===== config.mk =====
export PLATFORM = sky130hd
export DESIGN_NAME = bram_reader
export DESIGN_NICKNAME = d
export VERILOG_FILES = /design/src/rtl/bram_reader_pkg.sv /design/src/rtl/bram_reader_skid_fifo2.sv /design/src/rtl/bram_reader.sv
export SDC_FILE = /design/constraint.sdc
export NUM_CORES = 1
export LEC_CHECK = 0
export CORE_MARGIN = 8
export CORE_UTILIZATION = 52
export CTS_CLUSTER_SIZE = 14
export DETAILED_ROUTE_END_ITERATION = 10
export PLACE_DENSITY = 0.8
export REMOVE_ABC_BUFFERS = 1
export SYNTH_ARGS = -nofsm -noshare
export SYNTH_HDL_FRONTEND = slang
export SYNTH_SLANG_ARGS = --single-unit

===== constraint.sdc =====
create_clock -name CLK -period 5.9 [get_ports CLK]
set_input_delay 1.18 -clock CLK [delete_from_list [all_inputs] [get_ports CLK]]
set_output_delay 1.18 -clock CLK [all_outputs]
set_load 0.01 [all_outputs]

===== src/rtl/bram_reader_pkg.sv =====
// rtl/bram_reader_pkg.sv - shared state encoding, buffer depth and address helper for bram_reader
package bram_reader_pkg;

  typedef enum logic [1:0] {
    ST_IDLE  = 2'd0,
    ST_RUN   = 2'd1,
    ST_FLUSH = 2'd2
  } state_t;

  localparam int BUF_DEPTH = 2;

  // Next word address, wrapping at lim-1 back to zero for non power-of-two depths.
  function automatic logic [31:0] wrap_inc(input logic [31:0] a, input logic [31:0] lim);
    return (a == lim - 32'd1) ? 32'd0 : a + 32'd1;
  endfunction

endpackage


===== src/rtl/bram_reader_skid_fifo2.sv =====
// rtl/bram_reader_skid_fifo2.sv - two-entry read-data buffer between the memory and the downstream port
module skid_fifo2
  import bram_reader_pkg::*;
#(
  parameter int width = 4
) (
  input  logic             i_clk,
  input  logic             i_rst_n,
  input  logic             i_wr_en,
  input  logic [width-1:0] i_wr_data,
  input  logic             i_rd_en,
  output logic [width-1:0] o_rd_data,
  output logic             o_empty,
  output logic [1:0]       o_count
);

  logic [width-1:0] r_mem [0:1];
  logic             r_wr_ptr;
  logic             r_rd_ptr;
  logic [1:0]       r_count;
  logic             w_full;
  logic             w_wr;
  logic             w_rd;

  assign w_full    = (r_count == 2'(BUF_DEPTH));
  assign o_empty   = (r_count == 2'd0);
  assign o_count   = r_count;
  assign o_rd_data = r_mem[r_rd_ptr];

  // A write into a full buffer is only legal when the head leaves in the same cycle.
  assign w_rd = i_rd_en && !o_empty;
  assign w_wr = i_wr_en && (!w_full || w_rd);

  always_ff @(posedge i_clk or negedge i_rst_n) begin
    if (!i_rst_n) begin
      r_mem[0] <= '0;
      r_mem[1] <= '0;
      r_wr_ptr <= 1'b0;
      r_rd_ptr <= 1'b0;
      r_count  <= 2'd0;
    end else begin
      if (w_wr) begin
        r_mem[r_wr_ptr] <= i_wr_data;
        r_wr_ptr        <= ~r_wr_ptr;
      end
      if (w_rd) begin
        r_rd_ptr <= ~r_rd_ptr;
      end
      case ({w_wr, w_rd})
        2'b10:   r_count <= r_count + 2'd1;
        2'b01:   r_count <= r_count - 2'd1;
        default: r_count <= r_count;
      endcase
    end
  end

endmodule


===== src/rtl/bram_reader.sv =====
// rtl/bram_reader.sv - burst reader: issues sequential BRAM reads and streams the words out in order
module bram_reader
  import bram_reader_pkg::*;
#(
  parameter int width  = 4,
  parameter int depth  = 1024,
  parameter int maxlen = 256,
  localparam int AW = $clog2(depth),
  localparam int CW = $clog2(maxlen + 1)
) (
  input  logic             CLK,
  input  logic             nRST,
  input  logic             start__ENA,
  input  logic [AW-1:0]    start_base,
  input  logic [CW-1:0]    start_count,
  output logic             start__RDY,
  output logic             read__ENA,
  output logic [AW-1:0]    read_addr,
  input  logic             read__RDY,
  input  logic [width-1:0] dataOut,
  input  logic             dataOut__RDY,
  output logic             out__ENA,
  output logic [width-1:0] out_data,
  input  logic             out__RDY,
  output logic             done
);

  state_t           r_state;
  state_t           w_state_next;
  logic [AW-1:0]    r_addr;
  logic [CW-1:0]    r_issue;
  logic [CW-1:0]    r_deliver;
  logic             r_inflight;
  logic             r_done;

  logic             w_accept;
  logic             w_pop;
  logic             w_read;
  logic             w_buf_wr;
  logic             w_buf_empty;
  logic [1:0]       w_buf_count;
  logic [2:0]       w_occ_next;
  logic [width-1:0] w_buf_head;

  assign w_accept = start__ENA && (r_state == ST_IDLE);
  assign w_pop    = !w_buf_empty && out__RDY;
  assign w_buf_wr = dataOut__RDY && r_inflight;

  // Words already buffered or in flight, after this cycle's pop, must leave room for one more.
  assign w_occ_next = {1'b0, w_buf_count} + {2'b00, r_inflight} - {2'b00, w_pop};
  assign w_read     = (r_state == ST_RUN) && read__RDY && (r_issue != '0)
                      && (w_occ_next < 3'(BUF_DEPTH));

  assign start__RDY = (r_state == ST_IDLE);
  assign read__ENA  = w_read;
  assign read_addr  = r_addr;
  assign out__ENA   = w_pop;
  assign out_data   = w_buf_head;
  assign done       = r_done;

  always_comb begin
    w_state_next = r_state;
    case (r_state)
      ST_IDLE: begin
        if (w_accept && (start_count != '0)) w_state_next = ST_RUN;
      end
      ST_RUN: begin
        if (w_read && (r_issue == CW'(1))) w_state_next = ST_FLUSH;
      end
      ST_FLUSH: begin
        if (w_pop && (r_deliver == CW'(1))) w_state_next = ST_IDLE;
      end
      default: w_state_next = ST_IDLE;
    endcase
  end

  always_ff @(posedge CLK or negedge nRST) begin
    if (!nRST) begin
      r_state    <= ST_IDLE;
      r_addr     <= '0;
      r_issue    <= '0;
      r_deliver  <= '0;
      r_inflight <= 1'b0;
      r_done     <= 1'b0;
    end else begin
      r_state    <= w_state_next;
      r_inflight <= w_read;
      r_done     <= (w_accept && (start_count == '0))
                    || (w_pop && (r_deliver == CW'(1)));
      if (w_accept) begin
        r_addr    <= start_base;
        r_issue   <= start_count;
        r_deliver <= start_count;
      end else begin
        if (w_read) begin
          r_addr  <= AW'(wrap_inc(32'(r_addr), 32'(depth)));
          r_issue <= r_issue - CW'(1);
        end
        if (w_pop && (r_deliver != '0)) begin
          r_deliver <= r_deliver - CW'(1);
        end
      end
    end
  end

  skid_fifo2 #(
    .width(width)
  ) u_buf (
    .i_clk    (CLK),
    .i_rst_n  (nRST),
    .i_wr_en  (w_buf_wr),
    .i_wr_data(dataOut),
    .i_rd_en  (w_pop),
    .o_rd_data(w_buf_head),
    .o_empty  (w_buf_empty),
    .o_count  (w_buf_count)
  );

  // Read data with no read outstanding means the memory and this block disagree.
  a_no_stray_data: assert property (@(posedge CLK) disable iff (!nRST) dataOut__RDY |-> r_inflight);

endmodule


==> run summary <==
The run finished with clean final reports. The clock drives 44 sinks. The number of global-route vias before repair is 2,202, and the static leakage is 1.274 nW. Detailed routing inserted a total of 2,110 vias. The final critical-path required period is 5.495 ns.

The core utilization of the finished layout came out at 0.6589. The tools report the global-route wire length before repair as 10.47 mm. The power density over the cells is 502.6 mW/mm². The maximum clock rate was 0.1820 GHz. For the final setup violation count, the log shows 0. The clock tree root driver cell was sky130_fd_sc_hd__clkbuf_8. Across all register-to-register paths, the minimum setup slack is 2.47 ns. In this run the most critical hold path is launched from u_buf.r_mem[0]$_DFFE_PN0P_.

The clock tree synthesis step divided the H-tree into 2 levels. The number of design-rule violations left by the first detailed-router iteration was 227; the starting density of the core was 0.5262. Row generation in the floorplan step produced 25 rows. The library cell used most frequently in the layout, excluding fill and tap cells, is sky130_fd_sc_hd__clkdlybuf4s50_1. The proportion of power drawn by the clock network is 0.150, and the sequential share of power is 0.383. Using the TritonRoute via totals, the vias-per-cell ratio works out to 6.029. The detailed-routing iteration count for the pre-antenna-repair pass is 4, and the number of antenna violations at the first check in global routing is 0. The number of nets in the finished design is 333, and the total I/O pin count is 47. The number of fill cells was 382. The clock slew at the register clock pins of the worst setup and hold paths works out to 0.08 ns. STA classifies the critical path startpoint as a primary input. Entering global routing, the biggest net connects 45 pins.

The floorplan die area is 0.007131 mm², and the async set-reset flop share out of synthesis is 1.000. The synthesized flop and latch total is 44, and the later-pin clock latency in the skew report is 0.30 ns. The die span in y is 84.45 µm, and the number of cells on the worst reg-to-reg path is 11. The fraction of power spent switching nets was 0.3962; the arrival time at the worst endpoint was 4.32 ns. Across the run, the number of max-cap violations was 0. In the post-synthesis netlist, the biggest area contributors are sky130_fd_sc_hd__dfrtp_1 45%, sky130_fd_sc_hd__mux2_2 5.5%, sky130_fd_sc_hd__ha_1 4.1%, sky130_fd_sc_hd__nand2_1 3.7%, sky130_fd_sc_hd__nor2_1 3.2%. The overall fraction of global-route tracks in use is 0.1793, and the placeable core region is 0.004629 mm². The post-route clock skew was 0.006488 ns; the global route total overflow was 0. The count of buffers added on input and output ports is 46.

The cell type contributing the most total cell area after synthesis is sky130_fd_sc_hd__dfrtp_1. The tools report the destination of the worst hold path as u_buf.r_mem[0]$_DFFE_PN0P_. Hold path depth: 1.

The setup TNS was 0 ns. 0 antenna diodes ended up in the layout. The tools report the startpoint of the worst register-to-register path as u_buf.o_count[0]$_DFFE_PN0P_. The tools report the cts-stage hold buffer count as 0. For the buffers inserted during post-CTS setup optimization, the log shows 0.

The top cell types in the final layout, fill and taps aside, are 45 x sky130_fd_sc_hd__clkdlybuf4s50_1, 44 x sky130_fd_sc_hd__dfrtp_1, 24 x sky130_fd_sc_hd__nand2_1. VDD sags by at most 0.0001941 V. Count of cells resized by post-cts repair: 0.

After detailed routing, the average wire length per cell comes to 17.29 µm. Counting along the longest clock path gives a buffer depth of 2. The worst setup path is of the in -> out kind. The count of nets left with antenna violations once routing finished came out at 0. From left edge to right edge, the die measures 84.45 µm. Post-synthesis average cell area: 9.863 µm². Routability congestion estimate: 0.8275.

Setup repair after global routing left no endpoint under its margin. In this run the cell area of the synthesized design comes to 0.002436 mm². The run gives 0 as the final-report hold violation count. Endpoint of the worst-slack reg-to-reg timing path: r_issue[3]$_DFFE_PN0P_. The slew at the pin closest to its max-slew limit came out at 1.020 ns. For this run, design rule violations remaining after detail routing come to 0. The cell count after synthesis came out at 247.

The synthesized design contains 0 enable-type register cells. For this run, the leading register cell type out of synthesis is sky130_fd_sc_hd__dfrtp_1. The critical path capture point type was a primary output. During synthesis, Yosys emitted a total of 0 warnings. Summed over all nets, the switching power comes to 0.0006074 W. The data required time at the worst endpoint was 4.72 ns. The area growth from synthesis to layout is 25.22%.

The area share of the largest cell type after synthesis is 0.4520. TritonCTS built the clock tree. Count of distinct cell types in the synthesized netlist: 52. Worst slew margin relative to its limit: 0.3203. The logs give 5 for the TritonCTS buffer count and 6.052 mm for the total length of routed wires. The share of the cycle needed by the critical path after routing was 0.9314; the proportion of power drawn by combinational gates was 0.466. The run gives 0 as the number of slew-limit violations in the final report. The logs give 0.0009258 W for the design internal power and 4.449 mm for the half-perimeter wire length of the detailed placement result. The fraction of final layout cells with drive strength greater than 1 was 0.1014; the highest fanout seen on the critical path was 8.

The tools report the register area share after synthesis as 0.4520. In this run the worst hold path is classified as reg -> reg.
[cell families after synthesis]
| kind of cell | share of synthesized area |
|---|---|
| simple gates | 0.2168 |
| compound gates | 0.1515 |
| fa+ha+maj | 0.04931 |
| buf+inv | 0.03133 |
| mux | 0.05958 |
| xor+xnor | 0.03955 |
| flops | 0.4520 |
[metrics by stage]
stage / power [W] / instances / hold slack, ns / setup slack, ns / cell area (µm²)
after floorplan: 0.001021 / 241 / 0.4672 / 1.549 / 2409
after global placement: 0.001274 / 342 / 0.4822 / 0.5666 / 2939
after detailed placement: 0.001300 / 342 / 0.4933 / 0.4720 / 2939
after CTS: 0.001540 / 350 / 0.5162 / 0.4231 / 3050
after global routing: 0.001651 / 350 / 0.5367 / 0.2418 / 3050
final: 0.001533 / 350 / 0.5107 / 0.4049 / 3050
[layout make-up]
class / count / area [µm²] / area share
multi-input cells: 184 / 1259 / 0.4126
flip-flops and latches: 44 / 1101 / 0.3610
repair buffers: 47 / 462.9 / 0.1518
clock buffers: 5 / 68.82 / 0.02256
well taps: 54 / 67.56 / 0.02215
inverters: 13 / 48.80 / 0.01600
clock inverters: 3 / 42.54 / 0.01395
[synthesized netlist by cell type (4+ instances only)]
master                     count
sky130_fd_sc_hd__dfrtp_1      44
sky130_fd_sc_hd__nand2_1      24
sky130_fd_sc_hd__nor2_1       21
sky130_fd_sc_hd__o21ai_0      14
sky130_fd_sc_hd__inv_1        13
sky130_fd_sc_hd__mux2_2       12
sky130_fd_sc_hd__nand3_1      11
sky130_fd_sc_hd__nor3_1        9
sky130_fd_sc_hd__xnor2_1       9
sky130_fd_sc_hd__a21oi_1       8
sky130_fd_sc_hd__ha_1          8
sky130_fd_sc_hd__a221o_1       6
sky130_fd_sc_hd__a31oi_1       5
sky130_fd_sc_hd__nand4_1       5
sky130_fd_sc_hd__clkbuf_1      4
[flip-flops by register name, summed over array words and instances (netlist names)]
signal          flops
u_buf.r_wr_ptr      1
u_buf.r_mem         8
u_buf.r_rd_ptr      1
u_buf.o_count       2
done                1
r_issue             9
r_state             2
read_addr          10
r_inflight          1
r_deliver           9
[layer usage]
layer | global-route usage | vias up | part of all wire
met4 | 0.06472 | 0 | 0.012
met2 | 0.2865 | 66 | 0.48
met5 | 0 | - | 0
met3 | 0.04195 | 5 | 0.061
li1 | - | 1003 | -
met1 | 0.2303 | 1036 | 0.45
[power by group through the flow]
stage	clock [W]	combinational [W]	sequential, W
3_3_place_gp	0	0.000690	0.000584
5_1_grt	0.000248	0.000792	0.000611
6_report	0.000230	0.000715	0.000588
2_1_floorplan	0	0.000451	0.000569
4_1_cts	0.000236	0.000718	0.000587
3_5_place_dp	0	0.000708	0.000592
[critical path, cell delays in order]
cell	delay, ns
sky130_fd_sc_hd__clkdlybuf4s50_1	0.43
sky130_fd_sc_hd__o21ai_1	0.18
sky130_fd_sc_hd__inv_1	0.20
sky130_fd_sc_hd__ha_1	0.31
sky130_fd_sc_hd__nand2b_1	0.15
sky130_fd_sc_hd__fa_1	0.38
sky130_fd_sc_hd__xnor2_1	0.17
sky130_fd_sc_hd__and4_1	0.39
sky130_fd_sc_hd__nand2_2	0.09
sky130_fd_sc_hd__inv_1	0.22
sky130_fd_sc_hd__clkdlybuf4s50_1	0.59
[worst max-delay path by stage]
stage	to	slack (ns)	startpoint	depth (start not counted)
floorplan	read__ENA	1.55	out__RDY	9
global placement	read__ENA	0.57	out__RDY	11
detailed placement	read__ENA	0.47	out__RDY	11
CTS	read__ENA	0.42	out__RDY	11
global route	read__ENA	0.24	out__RDY	11
finish	read__ENA	0.40	out__RDY	11
Note: power is estimated with default switching activity, not from simulation.
